[src/rtl/factor_search_seq.sv]
// Sequential factor search: finds the pair (d, q), smallest d first, with d*q == a
// and both factors in 2..2^NF-1, using an accumulated product instead of a multiplier.
module factor_search_seq #(
  parameter int NA = 12,
  parameter int NF = 6
) (
  input  logic          clk,
  input  logic          rst,
  input  logic          start,
  input  logic [NA-1:0] a,
  output logic          busy,
  output logic          out_valid,
  input  logic          out_ready,
  output logic          found,
  output logic [NF-1:0] i1,
  output logic [NF-1:0] i2
);

  typedef enum logic [1:0] {IDLE, SEARCH, DONE} state_t;

  localparam logic [NF-1:0] CAND_MIN = NF'(2);
  localparam logic [NF-1:0] CAND_MAX = '1;
  localparam logic [NA-1:0] P_INIT   = NA'(4);

  state_t        state, state_n;
  logic [NA-1:0] a_reg, a_reg_n;
  logic [NA-1:0] p, p_n;
  logic [NF-1:0] d, d_n, q, q_n;
  logic [NF-1:0] i1_n, i2_n;
  logic          found_n;

  logic [NF-1:0] d_inc;
  logic [NA-1:0] p_adv;
  logic [NA-1:0] p_step;

  // p never exceeds (2^NF-1)^2, so NA >= 2*NF keeps every update in range.
  assign d_inc  = d + NF'(1);
  assign p_adv  = NA'(d_inc) << 1;
  assign p_step = p + NA'(d);

  assign busy      = (state != IDLE);
  assign out_valid = (state == DONE);

  // NOTE: every next-state variable takes its current value first, so no path
  // through the case statement can leave one unassigned and infer a latch.
  always_comb begin
    state_n = state;
    a_reg_n = a_reg;
    p_n     = p;
    d_n     = d;
    q_n     = q;
    found_n = found;
    i1_n    = i1;
    i2_n    = i2;
    case (state)
      IDLE: begin
        if (start) begin
          a_reg_n = a;
          d_n     = CAND_MIN;
          q_n     = CAND_MIN;
          p_n     = P_INIT;
          state_n = SEARCH;
        end
      end
      SEARCH: begin
        if (p == a_reg) begin
          found_n = 1'b1;
          i1_n    = d;
          i2_n    = q;
          state_n = DONE;
        end else if (p > a_reg || q == CAND_MAX) begin
          // Current divisor exhausted: move to the next one, or give up after the last.
          if (d == CAND_MAX) begin
            found_n = 1'b0;
            i1_n    = '0;
            i2_n    = '0;
            state_n = DONE;
          end else begin
            d_n = d_inc;
            q_n = CAND_MIN;
            p_n = p_adv;
          end
        end else begin
          q_n = q + NF'(1);
          p_n = p_step;
        end
      end
      DONE: begin
        if (out_ready) state_n = IDLE;
      end
      default: state_n = IDLE;
    endcase
  end

  // NOTE: state is updated with non-blocking assignments so every register
  // samples the values computed from the same clock edge.
  always_ff @(posedge clk) begin
    if (rst) begin
      state <= IDLE;
      a_reg <= '0;
      p     <= '0;
      d     <= '0;
      q     <= '0;
      found <= 1'b0;
      i1    <= '0;
      i2    <= '0;
    end else begin
      state <= state_n;
      a_reg <= a_reg_n;
      p     <= p_n;
      d     <= d_n;
      q     <= q_n;
      found <= found_n;
      i1    <= i1_n;
      i2    <= i2_n;
    end
  end

endmodule

[config.mk]
export PLATFORM = sky130hd
export DESIGN_NAME = factor_search_seq
export DESIGN_NICKNAME = d
export VERILOG_FILES = /design/src/rtl/factor_search_seq.sv
export SDC_FILE = /design/constraint.sdc
export NUM_CORES = 1
export LEC_CHECK = 0
export BUFFER_PORTS_ARGS = -buffer_cell sky130_fd_sc_hd__buf_2
export CORE_MARGIN = 5
export CORE_UTILIZATION = 50
export DETAILED_ROUTE_END_ITERATION = 16
export PLACE_DENSITY_LB_ADDON = 0.25
export SKIP_CTS_REPAIR_TIMING = 1
export SYNTH_ARGS = -nofsm -noshare
export SYNTH_HDL_FRONTEND = slang
export SYNTH_SLANG_ARGS = --single-unit
[constraint.sdc]
create_clock -name clk -period 2.76 [get_ports clk]
set_input_delay 0.138 -clock clk [delete_from_list [all_inputs] [get_ports clk]]
set_output_delay 0.138 -clock clk [all_outputs]
set_load 0.02 [all_outputs]
# Yosys cells after proc, flatten, opt, wreduce, memory -nomap -nowiden
# Cells that the tools add are included.
# Widths: inputs -> output; s select.
[totals]
reg_bits = 51
word_cells = 63
input_bits = 16
out_inout_bits = 15
[op_classes]
n_reduce_logical = 11
n_addsub = 3
magnitude_cmp = 1
n_eq_ne = 13
n_mux = 27
[op_table]
columns = ["op", "count"]
rows = [
  ["$mux 6", 11],
  ["$mux 12", 4],
  ["$pmux 12 s2", 1],
  ["$pmux 6 s2", 2],
  ["$add 12x6->12", 1],
  ["$add 6x1->6 const B", 2],
  ["$eq 12x12->1", 1],
  ["$eq 6x6->1 const B", 2],
  ["$gt 12x12->1", 1],
  ["$mux 2", 5],
  ["$ne 3x3->1 const B", 3],
  ["$ne 2x2->1 const B", 4],
  ["$reduce_and 4->1", 2],
  ["$reduce_bool 2->1", 4],
  ["$pmux 2 s3", 1],
  ["$reduce_and 5->1", 1],
  ["$mux 1", 3],
  ["$reduce_and 3->1", 1],
  ["$eq 2x1->1 const B", 1],
  ["$eq 2x2->1 const B", 1],
  ["$logic_not 2->1", 1],
  ["$ne 2x1->1 const B", 1],
  ["$reduce_and 2->1", 1],
  ["$logic_or 1x1->1", 1],
]

# Longest topological paths before layout
# Gate-level depths: netlist (run 1).
[depth]
depth_word = 5
mapped_depth = 12
depth_no_buf = 10

# Worst setup path after synthesis (run 1)
# No wires, ideal clock.
[synth_path]
path_kind = "reg2reg"
start = "register a_reg[7]"
end = "register p[7]"
path_slack_ns = 0.349
t_arrival_ns = 2.337
path_buffers = 1
required_ns = 2.686
period_less_slack_ns = 2.411
setup_time_ns = 0.074
path_stages_with_launch = 11
cell_sequence = "dfxtp_1 inv_1 ha_1 a21oi_1 o21ai_0 a221oi_1 nand2_1 or4_1 clkbuf_1 or3_1 o21ai_0"
[synth_between]
elab_chain_len = 5
word_cells_on_any_way = 9
classes_between = "order compare (1); eq/ne (3); mux (3); reduce/logical (2)"
[synth_lines]
columns = ["item", "line", "source"]
rows = [
  ["from (decl)", "26", "logic [NA-1:0] a_reg, a_reg_n;"],
  ["from (signal assigned)", "109", "a_reg <= a_reg_n;"],
  ["$gt 12x12->1", "71", "end else if (p > a_reg || q == CAND_MAX) begin"],
  ["$logic_or 1x1->1", "71", ""],
  ["$mux 12", "71", ""],
  ["$mux 12", "66", "if (p == a_reg) begin"],
  ["$pmux 12 s2", "55", "case (state)"],
  ["to (signal assigned)", "110", "p <= p_n;"],
  ["to (decl)", "27", "logic [NA-1:0] p, p_n;"],
]
# Parallel ways exist; a longest one is shown, timed or not. The select of a mux whose other input is x is not followed.
# A chain may end at the register's enable or synchronous reset.

# Worst setup path in the final report (run 1)
[layout_path]
start = "register a_reg[2]"
end = "register p[6]"
# Same word-level chain as after synthesis.

==> summary.md, run 1 <==
| Metric | Value |
|---|---|
| Outcome | finished, final reports clean |
| Die ar. | 7050 µm² |
| Via count | 2,419 |
| Routed Antenna Nets | 0 |
| Most frequent cells in the layout | dfxtp_1 (51), nand2_1 (38), a21oi_1 (36), buf_2 (30), inv_1 (22) |
| Min Tclk post-route | 2.62 ns |
| Final wirelength | 6040 µm |
| Met2 WL post-DR | 2640 µm |
| Post-synth EDFFs | 0 |
| Worst skew pair latency | 0.31 ns |
| Number of nets in the final layout | 406 |
| Commonest non-fill, non-tap cell in the layout | dfxtp_1 |
| CTS root buf | clkbuf_8 |
| Pin count of the biggest net entering global routing | 44 |
| Rel. slew slack | 70.0% |
| Post-synth ARST share | 0% |
| Clk sinks | 51 |
| Ys flop type | dfxtp_1 |
| Number of global-route vias before repair | 2,389 |
| Yosys reg bits | 51 |
| Avg WL per Cell | 13.7 µm |
| GRT Residual Overflow | 0 |
| Hold Path Class | input port to flip-flop |
| Clock transition at the registers of the reported paths | 0.11 ns |
| Post-Syn Instances | 335 |
| Yosys warnings | 0 |
| Pwr/cell area | 537 nW/µm² |
| Worst path top cell family by delay | simple AND/OR/NAND/NOR gates |
| Final Wtd Congestion | 0.932 |
| Post-Layout Cell Count | 442 |
| Syn nets | 372 |
| Initial antenna violation count | 0 |
| CTS Buffer Depth | 2 |
| Slowest CP cell | or3b_1 |
| Tot GR Track Use | 17.8% |
| Multi-input gate area | 1580 µm² |
| Synth-to-Final Area Change | 14.0% |
| Distinct cell type count after synthesis | 50 |
| Synth Area per Inst | 8.16 µm² |
| Total I/O pin count | 31 |
| Register area | 1020 µm² |
| Unrepaired setup endpoints after global routing | no |
| DRC | 0 |
| Maxcap violations | 0 |
| CP cell instances | inv_1 -> ha_1 -> and4_1 -> or3b_1 -> and3_1 -> a211o_1 -> buf_4 -> a221oi_1 -> nor3b_1 |
| Startpoint Class | flip-flop |
| Highest metal used | met4 |
| Final Max Slew Viols | 0 |
| WP data arrival | 2.81 ns |
| Share of cells above drive strength 1 | 15.1% |
| DP Area | 3010 µm² |
| Worst Skew | 0.0117 ns |
| VDD IR max | 266 µV |
| 1st-pass router iterations | 4 |
| TritonCTS buffer count | 5 |
| Fin crit share | 94.8% |
| First-pass GRT wire length | 10,600 µm |
| Lkg Pwr | 1.31 nW |
| Die Ht | 83.9 µm |
| Row count | 27 |
| CP Class | flip-flop to flip-flop |
| N_diodes | 0 |
| DPL Wire Length | 4440 µm |
| Fmax | 382 MHz |
| Total Neg Setup Slack | 0 ns |
| Vias/cell | 5.47 |
| Die W | 83.9 µm |
| Worst Path Required | 2.96 ns |
| Post-layout instance area | 3120 µm² |
| Wl on met1 | 3020 µm |
| CP peak stage delay | 0.45 ns |
| Initial DRC count | 117 |
| H-tree levels | 2 |
| Placed cell count | 434 |
| Met3 wire len | 309 µm |
| Final hold vios | 0 |
| Port bufs | 30 |
| Core area | 5410 µm² |
| Sequential fraction of the synthesis area | 37.3% |
| Worst path bufs/invs | 2 |
| Worst-path fanout max | 16 |
| CP Capture Type | flip-flop |
| Starting Density | 50.6% |
| Worst-margin pin slew | 0.445 ns |
| Finish-stage setup viols | 0 |
| Synth Cell Area | 2730 µm² |
| # fillers | 530 |
| TritonCTS clock tree | yes |
-- path summary, 6_finish.rpt --
path,from,to,slack [ns],cells after the start
max,a_reg[2],p[6],0.14,9
min,a[1],a_reg[1],0.05,3
max reg2reg,a_reg[2],p[6],0.14,9
min reg2reg,a_reg[10],a_reg[10],0.46,2
-- routing by layer --
metal  up-vias  GRT usage (%)
li1       1260              -
met1      1096           23.3
met2        55           29.9
met3         8           3.46
met4         0           4.53
met5         -              0
-- layout make-up --
| class | count | share of cell area (%) |
|---|---|---|
| Clock inverter | 3 | 0.923 |
| Sequential cell | 51 | 32.8 |
| Multi-Input combinational cell | 246 | 50.6 |
| Clock buffer | 5 | 2.21 |
| Inverter | 22 | 2.65 |
| Timing Repair Buffer | 43 | 7.95 |
| Tap cell | 72 | 2.89 |
-- synthesized netlist by cell type (2+ instances only) --
library cell,n,area (µm²)
or3_1,4,25.0
or4_1,3,22.5
clkbuf_1,12,45.0
a211oi_1,3,22.5
nand2b_1,12,75.1
mux2i_1,2,20.0
a22o_1,12,105
o21a_1,2,15.0
a221oi_1,2,17.5
o2bb2ai_1,3,26.3
nor4_1,2,12.5
nor2b_1,10,62.6
o21ai_0,13,65.1
o32ai_1,4,35.0
nor3_1,12,60.1
nand3_1,8,40.0
a21oi_1,36,180
nor2_1,20,75.1
dfxtp_1,51,1020
o22ai_1,3,18.8
xnor2_1,2,17.5
ha_1,20,250
nand2_1,38,143
and3_1,6,37.5
inv_1,22,82.6
buf_2,2,10.0
a21o_1,2,15.0
xor2_1,3,26.3
and2_1,2,12.5
buf_1,2,7.51
and4_1,2,17.5
nand4_1,2,12.5
-- metrics by stage --
step | total power, mW | hold WS (ns) | setup slack (ns) | util [%]
finish | 1.68 | 0.0492 | 0.144 | 57.7
global placement | 1.21 | 0.381 | 0.156 | 55.7
detailed placement | 1.22 | 0.385 | 0.106 | 55.7
floorplan | 1.10 | 0.274 | 0.349 | -
global route | 1.77 | 0.0450 | 0.0186 | 57.7
CTS | 1.68 | 0.0464 | 0.0796 | 57.5
-- worst min-delay path: stages --
cell     delay (ns)
buf_2          0.09
nand2_1        0.04
a21oi_1        0.05
-- power breakdown --
| group | total (mW) | internal, mW | switching (mW) |
|---|---|---|---|
| combinational | 0.407 | 0.164 | 0.244 |
| sequential | 0.800 | 0.770 | 0.0300 |
| clock | 0.468 | 0.189 | 0.279 |
-- kinds of logic (layout without fill, tap and decap cells) --
group,count (synthesis),after routing,synth area share [%]
and+or+nand+nor,126,126,23.2
AOI/OAI and AO/OA,91,91,21.5
DFF,51,51,37.3
buffers and inverters,38,73,5.31
adders and majority gates,21,21,9.89
xor gates and xnor gates,5,5,1.60
muxes,3,3,1.14
Power figures use the tool's default switching activity.
==> run 2: changes to the inputs <==
- REMOVE_ABC_BUFFERS: not set -> 1
==> summary.md, run 2 (synthesized netlist as in run 1, its figures left out) <==
| Metric | Value |
|---|---|
| Finish-stage setup viols | 0 |
| N_diodes | 0 |
| H-tree levels | 2 |
| Fmax | 382 MHz |
| Via count | 2,483 |
| # fillers | 536 |
| CTS root buf | clkbuf_8 |
| CP Capture Type | flip-flop |
| Final Wtd Congestion | 0.832 |
| TritonCTS buffer count | 5 |
| Die W | 83.9 µm |
| Rel. slew slack | 69.1% |
| CTS Buffer Depth | 2 |
| Tot GR Track Use | 18.8% |
| Worst skew pair latency | 0.30 ns |
| Die ar. | 7050 µm² |
| Worst Path Required | 2.94 ns |
| Number of nets in the final layout | 404 |
| Slowest CP cell | or3b_4 |
| TritonCTS clock tree | yes |
| Final hold vios | 0 |
| Row count | 27 |
| Startpoint Class | flip-flop |
| Worst-path fanout max | 16 |
| CP Class | flip-flop to flip-flop |
| Min Tclk post-route | 2.62 ns |
| Most frequent cells in the layout | dfxtp_1 (51), nand2_1 (38), a21oi_1 (36), buf_2 (30), inv_1 (22) |
| Pwr/cell area | 527 nW/µm² |
| Routed Antenna Nets | 0 |
| Avg WL per Cell | 14.1 µm |
| DPL Wire Length | 4440 µm |
| Hold Path Class | input port to flip-flop |
| Worst Skew | 0.00440 ns |
| DRC | 0 |
| GRT Residual Overflow | 0 |
| 1st-pass router iterations | 7 |
| Number of global-route vias before repair | 2,470 |
| Pin count of the biggest net entering global routing | 44 |
| Port bufs | 30 |
| WP data arrival | 2.80 ns |
| Commonest non-fill, non-tap cell in the layout | dfxtp_1 |
| CP cell instances | inv_1 -> ha_1 -> nand4_1 -> or3b_4 -> and3_1 -> a211o_1 -> buf_4 -> a221oi_1 -> nor3b_2 |
| Die Ht | 83.9 µm |
| Clock transition at the registers of the reported paths | 0.09 ns |
| Share of cells above drive strength 1 | 14.9% |
| Final wirelength | 6180 µm |
| Synth-to-Final Area Change | 13.3% |
| Maxcap violations | 0 |
| Lkg Pwr | 1.29 nW |
| Final Max Slew Viols | 0 |
| CP peak stage delay | 0.47 ns |
| Initial antenna violation count | 0 |
| First-pass GRT wire length | 11,100 µm |
| Post-layout instance area | 3100 µm² |
| Core Util, Final | 57.3% |
| Worst-margin pin slew | 0.458 ns |
| Total I/O pin count | 31 |
| VDD IR max | 391 µV |
| Starting Density | 50.6% |
| Clk sinks | 51 |
| Initial DRC count | 122 |
| Fin crit share | 94.9% |
| Vias/cell | 5.64 |
| Core area | 5410 µm² |
| Outcome | finished, final reports clean |
| DP Area | 2990 µm² |
==> run 2: changes by cell type in the layout (fill, tap and decap cells not counted), sizes merged <==
| cell | change |
|---|---|
| inv | -1 |
| clkinv | -1 |
| clkbuf | +1 |
| buf | -2 |
| clkinvlp | +1 |
==> run 2: worst max-delay path, delay by kind of cell (launching register included) <==
family,cells,cell delay [ns]
adders and majority gates,1,0.33
AOI/OAI and AO/OA,2,0.66
and+or+nand+nor,4,0.90
buffers and inverters,2,0.28
DFF,1,0.33
==> run 2: layout make-up <==
class / count / area [µm²] / share of cell area [%]
clock buffer: 6 / 72.6 / 2.34
multi-input combinational: 246 / 1590 / 51.2
clock inverter: 2 / 12.5 / 0.404
tap: 72 / 90.1 / 2.91
inverter: 22 / 82.6 / 2.67
sequential: 51 / 1020 / 33.0
timing repair buffer: 41 / 233 / 7.51
==> run 2: metrics by stage <==
stage	setup WS (ns)	power (mW)	hold slack, ns	setup TNS, ns	instances
2_1_floorplan	-0.164	1.08	0.207	-0.172	319
3_3_place_gp	0.205	1.21	0.378	0	432
3_5_place_dp	0.113	1.21	0.385	0	432
4_1_cts	0.0621	1.64	0.0542	0	440
5_1_grt	-0.0310	1.74	0.0546	-0.0386	440
6_report	0.142	1.63	0.0611	0	440
==> run 2: path summary, 6_finish.rpt <==
kind,from,to,slack (ns),depth (start not counted)
worst min register to register,a_reg[4],a_reg[4],0.46,2
worst min-delay path,a[9],a_reg[9],0.06,3
worst max register to register,a_reg[10],p[6],0.14,9
worst max-delay path,a_reg[10],p[6],0.14,9
==> run 2: where the power goes <==
part / switching [mW] / internal, mW / total [mW]
sequential: 0.0302 / 0.770 / 0.800
combinational: 0.250 / 0.163 / 0.413
clock: 0.242 / 0.178 / 0.420
total: 0.523 / 1.11 / 1.63
==> run 2: layer usage <==
layer / up-vias / share of wire, % / GRT usage [%]
li1: 1257 / - / -
met1: 1165 / 46 / 23.4
met2: 54 / 49 / 32.8
met3: 7 / 3.8 / 3.55
met4: 0 / 1.5 / 5.85
met5: - / 0 / 0
